File: src/rtl/tbus_pkg.sv
// Shared types and constants for the tristate bus receive controller.
package tbus_pkg;

   typedef enum logic [2:0] {
      IDLE   = 3'd0,
      TX     = 3'd1,
      TA_IN  = 3'd2,
      RX     = 3'd3,
      TA_OUT = 3'd4
   } state_e;

   function automatic int ta_cnt_w(input int ta);
      return (ta < 1) ? 1 : $clog2(ta + 1);
   endfunction

   localparam state_e RST_STATE = IDLE;
   localparam logic   RST_EN    = 1'b0;
   localparam logic   RST_GNT   = 1'b0;
   localparam logic   RST_OVF   = 1'b0;

endpackage

File: src/rtl/tbus_rx_fifo.sv
// Receive FIFO with a registered head word so Q, Q_VLD and FULL
// all come straight from flops.
module tbus_rx_fifo #(
   parameter int WIDTH = 8,
   parameter int DEPTH = 4
) (
   input  logic             CLK,
   input  logic             RN,
   input  logic             push_i,
   input  logic             pop_i,
   input  logic [WIDTH-1:0] wdata_i,
   output logic [WIDTH-1:0] head_o,
   output logic             vld_o,
   output logic             full_o
);

   localparam int AW = $clog2(DEPTH);
   localparam logic [AW:0] FULL_CNT = (AW+1)'(DEPTH);

   logic [WIDTH-1:0] mem_q [DEPTH];
   logic [AW-1:0]    wptr_q, wptr_d;
   logic [AW-1:0]    rptr_q, rptr_d;
   logic [AW:0]      cnt_q, cnt_d;
   logic [WIDTH-1:0] head_q, head_d;
   logic             vld_q, full_q;

   always_comb begin
      wptr_d = wptr_q;
      rptr_d = rptr_q;
      cnt_d  = cnt_q;
      head_d = head_q;
      if (push_i) wptr_d = wptr_q + AW'(1);
      if (pop_i)  rptr_d = rptr_q + AW'(1);
      unique case ({push_i, pop_i})
         2'b10:   cnt_d = cnt_q + (AW+1)'(1);
         2'b01:   cnt_d = cnt_q - (AW+1)'(1);
         default: cnt_d = cnt_q;
      endcase
      // Head tracks the word that will sit at the read pointer next cycle.
      if (pop_i) begin
         if (cnt_q > (AW+1)'(1)) head_d = mem_q[rptr_q + AW'(1)];
         else if (push_i)        head_d = wdata_i;
      end else if (cnt_q == '0 && push_i) begin
         head_d = wdata_i;
      end
   end

   always_ff @(posedge CLK or negedge RN) begin
      if (!RN) begin
         wptr_q <= '0;
         rptr_q <= '0;
         cnt_q  <= '0;
         head_q <= '0;
         vld_q  <= 1'b0;
         full_q <= 1'b0;
      end else begin
         wptr_q <= wptr_d;
         rptr_q <= rptr_d;
         cnt_q  <= cnt_d;
         head_q <= head_d;
         vld_q  <= (cnt_d != '0);
         full_q <= (cnt_d == FULL_CNT);
      end
   end

   always_ff @(posedge CLK) begin
      if (push_i) mem_q[wptr_q] <= wdata_i;
   end

   assign head_o = head_q;
   assign vld_o  = vld_q;
   assign full_o = full_q;

endmodule

File: src/rtl/tbus_rx.sv
// Half-duplex bus direction arbiter with turnaround gaps and a
// receive FIFO for words driven by the remote side.
module tbus_rx
   import tbus_pkg::*;
#(
   parameter int WIDTH     = 8,
   parameter int DEPTH     = 4,
   parameter int TA_CYCLES = 1
) (
   input  logic             CLK,
   input  logic             RN,
   input  logic             TX_REQ,
   output logic             EN,
   input  logic             REQ_RX,
   output logic             GNT,
   input  logic [WIDTH-1:0] BUS_I,
   input  logic             BUS_VLD,
   output logic             BUS_RDY,
   output logic [WIDTH-1:0] Q,
   output logic             Q_VLD,
   input  logic             Q_RDY,
   output logic             FULL,
   output logic             OVF,
   input  logic             OVF_CLR
);

   localparam int CW = ta_cnt_w(TA_CYCLES);
   localparam logic [CW-1:0] TA_LOAD = CW'(TA_CYCLES - 1);

   state_e        state_q, state_d;
   logic [CW-1:0] ta_q, ta_d;
   logic          en_q, gnt_q;
   logic          ovf_q, ovf_d;
   logic          push_try, push_ok, pop, ovf_set;

   always_comb begin
      state_d = state_q;
      ta_d    = ta_q;
      unique case (state_q)
         IDLE: begin
            if (REQ_RX) begin
               state_d = TA_IN;
               ta_d    = TA_LOAD;
            end else if (TX_REQ) begin
               state_d = TX;
            end
         end
         TX: begin
            if (REQ_RX) begin
               state_d = TA_IN;
               ta_d    = TA_LOAD;
            end else if (!TX_REQ) begin
               state_d = IDLE;
            end
         end
         TA_IN: begin
            if (ta_q == '0) state_d = RX;
            else            ta_d    = ta_q - CW'(1);
         end
         RX: begin
            if (!REQ_RX) begin
               state_d = TA_OUT;
               ta_d    = TA_LOAD;
            end
         end
         TA_OUT: begin
            if (ta_q == '0) state_d = IDLE;
            else            ta_d    = ta_q - CW'(1);
         end
         default: state_d = IDLE;
      endcase
   end

   // gnt_q is high exactly while in RX, so it doubles as the RX decode.
   assign push_try = gnt_q & BUS_VLD;
   assign pop      = Q_VLD & Q_RDY;
   assign push_ok  = push_try & (~FULL | pop);
   assign ovf_set  = push_try & FULL & ~pop;

   always_comb begin
      ovf_d = ovf_q;
      if (OVF_CLR) ovf_d = 1'b0;
      if (ovf_set) ovf_d = 1'b1;
   end

   always_ff @(posedge CLK or negedge RN) begin
      if (!RN) begin
         state_q <= RST_STATE;
         ta_q    <= '0;
         en_q    <= RST_EN;
         gnt_q   <= RST_GNT;
         ovf_q   <= RST_OVF;
      end else begin
         state_q <= state_d;
         ta_q    <= ta_d;
         en_q    <= (state_d == TX);
         gnt_q   <= (state_d == RX);
         ovf_q   <= ovf_d;
      end
   end

   tbus_rx_fifo #(
      .WIDTH (WIDTH),
      .DEPTH (DEPTH)
   ) u_fifo (
      .CLK     (CLK),
      .RN      (RN),
      .push_i  (push_ok),
      .pop_i   (pop),
      .wdata_i (BUS_I),
      .head_o  (Q),
      .vld_o   (Q_VLD),
      .full_o  (FULL)
   );

   assign EN      = en_q;
   assign GNT     = gnt_q;
   assign OVF     = ovf_q;
   assign BUS_RDY = gnt_q & ~FULL;

endmodule
File: config.mk
export PLATFORM = sky130hd
export DESIGN_NAME = tbus_rx
export DESIGN_NICKNAME = d
export VERILOG_FILES = /design/src/rtl/tbus_pkg.sv /design/src/rtl/tbus_rx_fifo.sv /design/src/rtl/tbus_rx.sv
export SDC_FILE = /design/constraint.sdc
export NUM_CORES = 1
export LEC_CHECK = 0
export BUFFER_PORTS_ARGS = -buffer_cell sky130_fd_sc_hd__buf_2
export CAP_MARGIN = 30
export CORE_UTILIZATION = 40
export CTS_CLUSTER_DIAMETER = 120
export DETAILED_ROUTE_END_ITERATION = 10
export SYNTH_ARGS = -nofsm -noshare
export SYNTH_HDL_FRONTEND = slang
export SYNTH_SLANG_ARGS = --single-unit
File: constraint.sdc
create_clock -name CLK -period 7.6 [get_ports CLK]
set_clock_uncertainty 0.1 [all_clocks]
set_input_delay 1.52 -clock CLK [delete_from_list [all_inputs] [get_ports CLK]]
set_output_delay 1.52 -clock CLK [all_outputs]
set_load 0.01 [all_outputs]
==> out/results.txt <==
The run finished with clean final reports. For the worst setup path, the data required time is 7.68 ns. Traced cell by cell, the critical path runs through buf_2 -> nand2_1 -> a21oi_1 -> inv_1 -> ha_1 -> nor2_1 -> mux2_2 -> a222oi_1 -> nor3_1. The library cell contributing the largest single delay on the critical path was sky130_fd_sc_hd__a21oi_1. The finished cells cover 2684 um^2. The run gives 0 as the number of nets with antenna violations after routing. STA classifies the critical path endpoint as a flip-flop.

Overall power consumption after layout is estimated at 951.0 uW. The analysis attributes to cell leakage a power of 0.001076 uW. The ratio of cells with drive above 1 in the final layout was 0.3611.

The synthesized area per cell came out at 16.26 um^2. The effective utilization at floorplan was 0.4236; the clock input transition at the sequential cells of the worst setup and hold paths was 0.09 ns. Dividing the detail-routed wire length by the instance count gives 17.10 um. At the end of routability-driven placement, the weighted congestion stood at 0.7431.

The run gives 0 as the count of cells resized by post-cts repair. The pin count of the biggest net entering global routing was 24. The repair_antennas step left the layout with diodes totalling 0. The top flip-flop cell by instance count after synthesis was sky130_fd_sc_hd__edfxtp_1.

The number of buffers and inverters on the critical path is 2. The register share of total power came out at 0.490. The tools report the all-layer global routing usage as 0.1558. The first global-routing pass estimated 6.989 mm of wire.

The area of the die was 6288 um^2; the area of all sequential standard cells was 1536 um^2. The maximum count of clock buffers along a single path was 2; the power share of the combinational group was 0.348. Setup violations remaining at the end of the flow were counted as 0. Setup repair after global routing left no endpoint under its margin. Counting every instance in the synthesized netlist gives 147. The share of flip-flops with an asynchronous set or reset after synthesis was 0.4182; the post-route clock period utilization was 0.4774. The number of antenna violations at the first check in global routing is 0. By startpoint and endpoint, the worst setup path is classified as input pin to flip-flop.

For the maximum clock frequency, the log shows 0.2756 GHz. The largest total area in the synthesized netlist belongs to sky130_fd_sc_hd__edfxtp_1. The min-delay analysis places its worst path in the category flip-flop to flip-flop. 29 I/O pins were placed. Placed instance area: 2600 um^2. The number of buffers added on ports is 28, and the maximum resistive drop on vdd is 144.1 uV. The synthesized netlist net count was 173; the footprint of the multi-input gates was 792.0 um^2. Summed over all nets, the switching power comes to 322.3 uW.

The floorplan has 27 rows. Clock tree synthesis selected as its root buffer the cell sky130_fd_sc_hd__clkbuf_8. For the number of sinks on the clock net, the log shows 55.

The clock reaches the later pin of the worst-skew pair after 0.30 ns. The number of iterations in the first detailed-routing pass was 4; the actual transition at the worst max-transition pin was 0.6110 ns. The core region is 5642 um^2. Summed over all layers, the routed wires come to 4.310 mm. The Yosys step of the flow raised 0 warnings.

The via count of the first global-routing pass is 1,405, and the data arrival time at the worst-slack endpoint is 3.71 ns. The estimated wirelength of the detail-placed design was 3.001 mm; the clock share of power was 0.161. The number of synthesized flops with an enable pin works out to 32.

Final hold analysis gives a worst-case slack of 0.4064 ns. For this block, the initial DRC count from the detailed router was 70. Broken down by cell family, the worst path's largest delay share belongs to compound AO/OA/AOI/OAI gates. The cell area power density came out at 354.3 nW/um^2. TritonCTS built the clock tree. The number of vias per cell works out to 5.063.

The tools report the number of nets in the layout as 205. The run gives 0.5927 as the worst slew margin relative to its limit. The worst setup path is launched from an input pin. In the final timing run, aggregate negative setup slack is 0 ns.

The die span in x was 79.30 um. The internal power contribution is 628.6 uW, and the register bit count reported by yosys is 55. Total of hold buffers inserted after clock tree synthesis: 0.

The remaining global-route overflow is 0, and the number of filler instances in the final layout is 475. Proportion of total power due to net switching: 0.3389. The synthesized netlist occupies a cell area of 2390 um^2.

The routed layout has 1,276 vias. The floorplan die height is 79.30 um, and the number of max-capacitance violations reported is 0. Of all nets on the critical path, the largest fanout is 9.

The number of hold violations in the final report was 0; the signed area change from the synthesized netlist to the final layout was 12.30%. The final-report max-slew violation count was 0. The proportion of netlist area held by the largest area contributor was 0.4021; the number of buffers created by CTS was 5. For the number of H-tree levels, the log shows 2. The highest cell delay on the worst timing path was 0.54 ns; the shortest period the worst path allows was 3.628 ns. The residual DRC count was 0. The logs give 0.6429 for the post-synthesis sequential area ratio and 0 for the number of post-CTS setup repair buffers. Unique cell type count in the Yosys netlist: 29. Ranked by total cell area, the synthesized netlist is headed by sky130_fd_sc_hd__edfxtp_1 (40%), sky130_fd_sc_hd__dfrtp_1 (24%), sky130_fd_sc_hd__mux2_2 (8.5%).
metal layers:
layer | track usage | vias to the layer above | routed length [um]
met4 | 0.06545 | 0 | 82
li1 | - | 597 | -
met2 | 0.2733 | 20 | 2289
met1 | 0.1810 | 651 | 1831
met3 | 0.03793 | 8 | 106
met5 | 0 | - | 0
final timing paths:
check | slack (ns) | depth (start not counted) | end | startpoint
max in group asynchronous | 5.93 | 1 | GNT | RN
setup reg to reg | 4.91 | 8 | u_fifo.full_o | u_fifo.vld_o
setup / recovery | 3.97 | 9 | u_fifo.full_o | Q_RDY
hold / removal | 0.41 | 1 | u_fifo.head_o[5] | u_fifo.head_o[5]
min in group asynchronous | 1.10 | 1 | state_q[2] | RN
hold reg to reg | 0.41 | 1 | u_fifo.head_o[5] | u_fifo.head_o[5]
worst reg2reg max path, cell delays in order, from the launching register on:
cell,delay [ns]
sky130_fd_sc_hd__dfrtp_1,0.35
sky130_fd_sc_hd__nand2_1,0.15
sky130_fd_sc_hd__a21oi_1,0.54
sky130_fd_sc_hd__inv_1,0.14
sky130_fd_sc_hd__ha_1,0.40
sky130_fd_sc_hd__nor2_1,0.08
sky130_fd_sc_hd__mux2_2,0.27
sky130_fd_sc_hd__a222oi_1,0.45
sky130_fd_sc_hd__nor3_1,0.10
through the flow:
step,std cells,setup slack (ns),utilization
after floorplan,147,4.016,-
after detailed placement,244,3.614,0.4609
final,252,3.972,0.4757
after CTS,252,3.940,0.4757
after global routing,252,3.706,0.4757
after global placement,244,3.772,0.4609
power by group through the flow:
stage	clock network (uW)	registers (uW)	logic, uW
2_1_floorplan	0	451	255
3_3_place_gp	0	469	325
3_5_place_dp	0	475	337
4_1_cts	155	468	338
5_1_grt	169	479	366
6_report	153	466	331
cells in the mapped netlist (2+ instances only):
cell / number
sky130_fd_sc_hd__dfrtp_1: 23
sky130_fd_sc_hd__xnor2_1: 3
sky130_fd_sc_hd__a21oi_1: 2
sky130_fd_sc_hd__nand2_1: 8
sky130_fd_sc_hd__nor3_1: 2
sky130_fd_sc_hd__nor2_1: 6
sky130_fd_sc_hd__o21ai_0: 3
sky130_fd_sc_hd__mux4_2: 8
sky130_fd_sc_hd__inv_1: 11
sky130_fd_sc_hd__ha_1: 11
sky130_fd_sc_hd__and2_1: 4
sky130_fd_sc_hd__mux2_2: 18
sky130_fd_sc_hd__edfxtp_1: 32
cells in the final DEF, fill, tap and decap left out:
master	count
sky130_fd_sc_hd__and2_1	4
sky130_fd_sc_hd__a222oi_1	1
sky130_fd_sc_hd__o22ai_1	1
sky130_fd_sc_hd__nand2b_1	1
sky130_fd_sc_hd__a22oi_1	1
sky130_fd_sc_hd__o31ai_4	1
sky130_fd_sc_hd__or2_2	1
sky130_fd_sc_hd__edfxtp_1	32
sky130_fd_sc_hd__a21oi_1	2
sky130_fd_sc_hd__mux2_2	18
sky130_fd_sc_hd__nor3b_1	1
sky130_fd_sc_hd__mux2i_1	1
sky130_fd_sc_hd__o21ai_0	3
sky130_fd_sc_hd__clkinv_1	2
sky130_fd_sc_hd__nor2b_1	1
sky130_fd_sc_hd__and3b_1	1
sky130_fd_sc_hd__clkinvlp_4	1
sky130_fd_sc_hd__xnor2_1	3
sky130_fd_sc_hd__o21ai_4	1
sky130_fd_sc_hd__o41ai_2	1
sky130_fd_sc_hd__inv_1	11
sky130_fd_sc_hd__buf_2	28
sky130_fd_sc_hd__dfrtp_1	23
sky130_fd_sc_hd__nand2_1	8
sky130_fd_sc_hd__nor2_1	6
sky130_fd_sc_hd__mux4_2	8
sky130_fd_sc_hd__ha_1	11
sky130_fd_sc_hd__clkbuf_8	5
sky130_fd_sc_hd__nor3_1	2
sky130_fd_sc_hd__o21ba_2	1
layout make-up:
type / instances / share of cell area
Multi-Input combinational cell: 78 / 0.2951
Tap cell: 72 / 0.03357
Sequential cell: 55 / 0.5725
Inverter: 11 / 0.01538
Timing Repair Buffer: 28 / 0.05221
Clock inverter: 3 / 0.005594
Clock buffer: 5 / 0.02564
state kept, by name, summed over array words and instances (netlist names):
name and count:
u_fifo.mem_q 32, u_fifo.head_o 8, state_q 3, u_fifo.cnt_q 3
u_fifo.rptr_q 2, u_fifo.wptr_q 2, EN 1, GNT 1
OVF 1, u_fifo.full_o 1, u_fifo.vld_o 1
cells by family (layout without fill, tap and decap cells):
group | count (synthesis) | in the layout | synth area share
adders and majority gates | 11 | 11 | 0.05759
and+or+nand+nor | 25 | 25 | 0.05131
AOI/OAI and AO/OA | 12 | 12 | 0.04713
buffers and inverters | 14 | 47 | 0.02565
DFF | 55 | 55 | 0.6429
muxes | 27 | 27 | 0.1644
xor gates and xnor gates | 3 | 3 | 0.01100
Power figures use the tool's default switching activity.
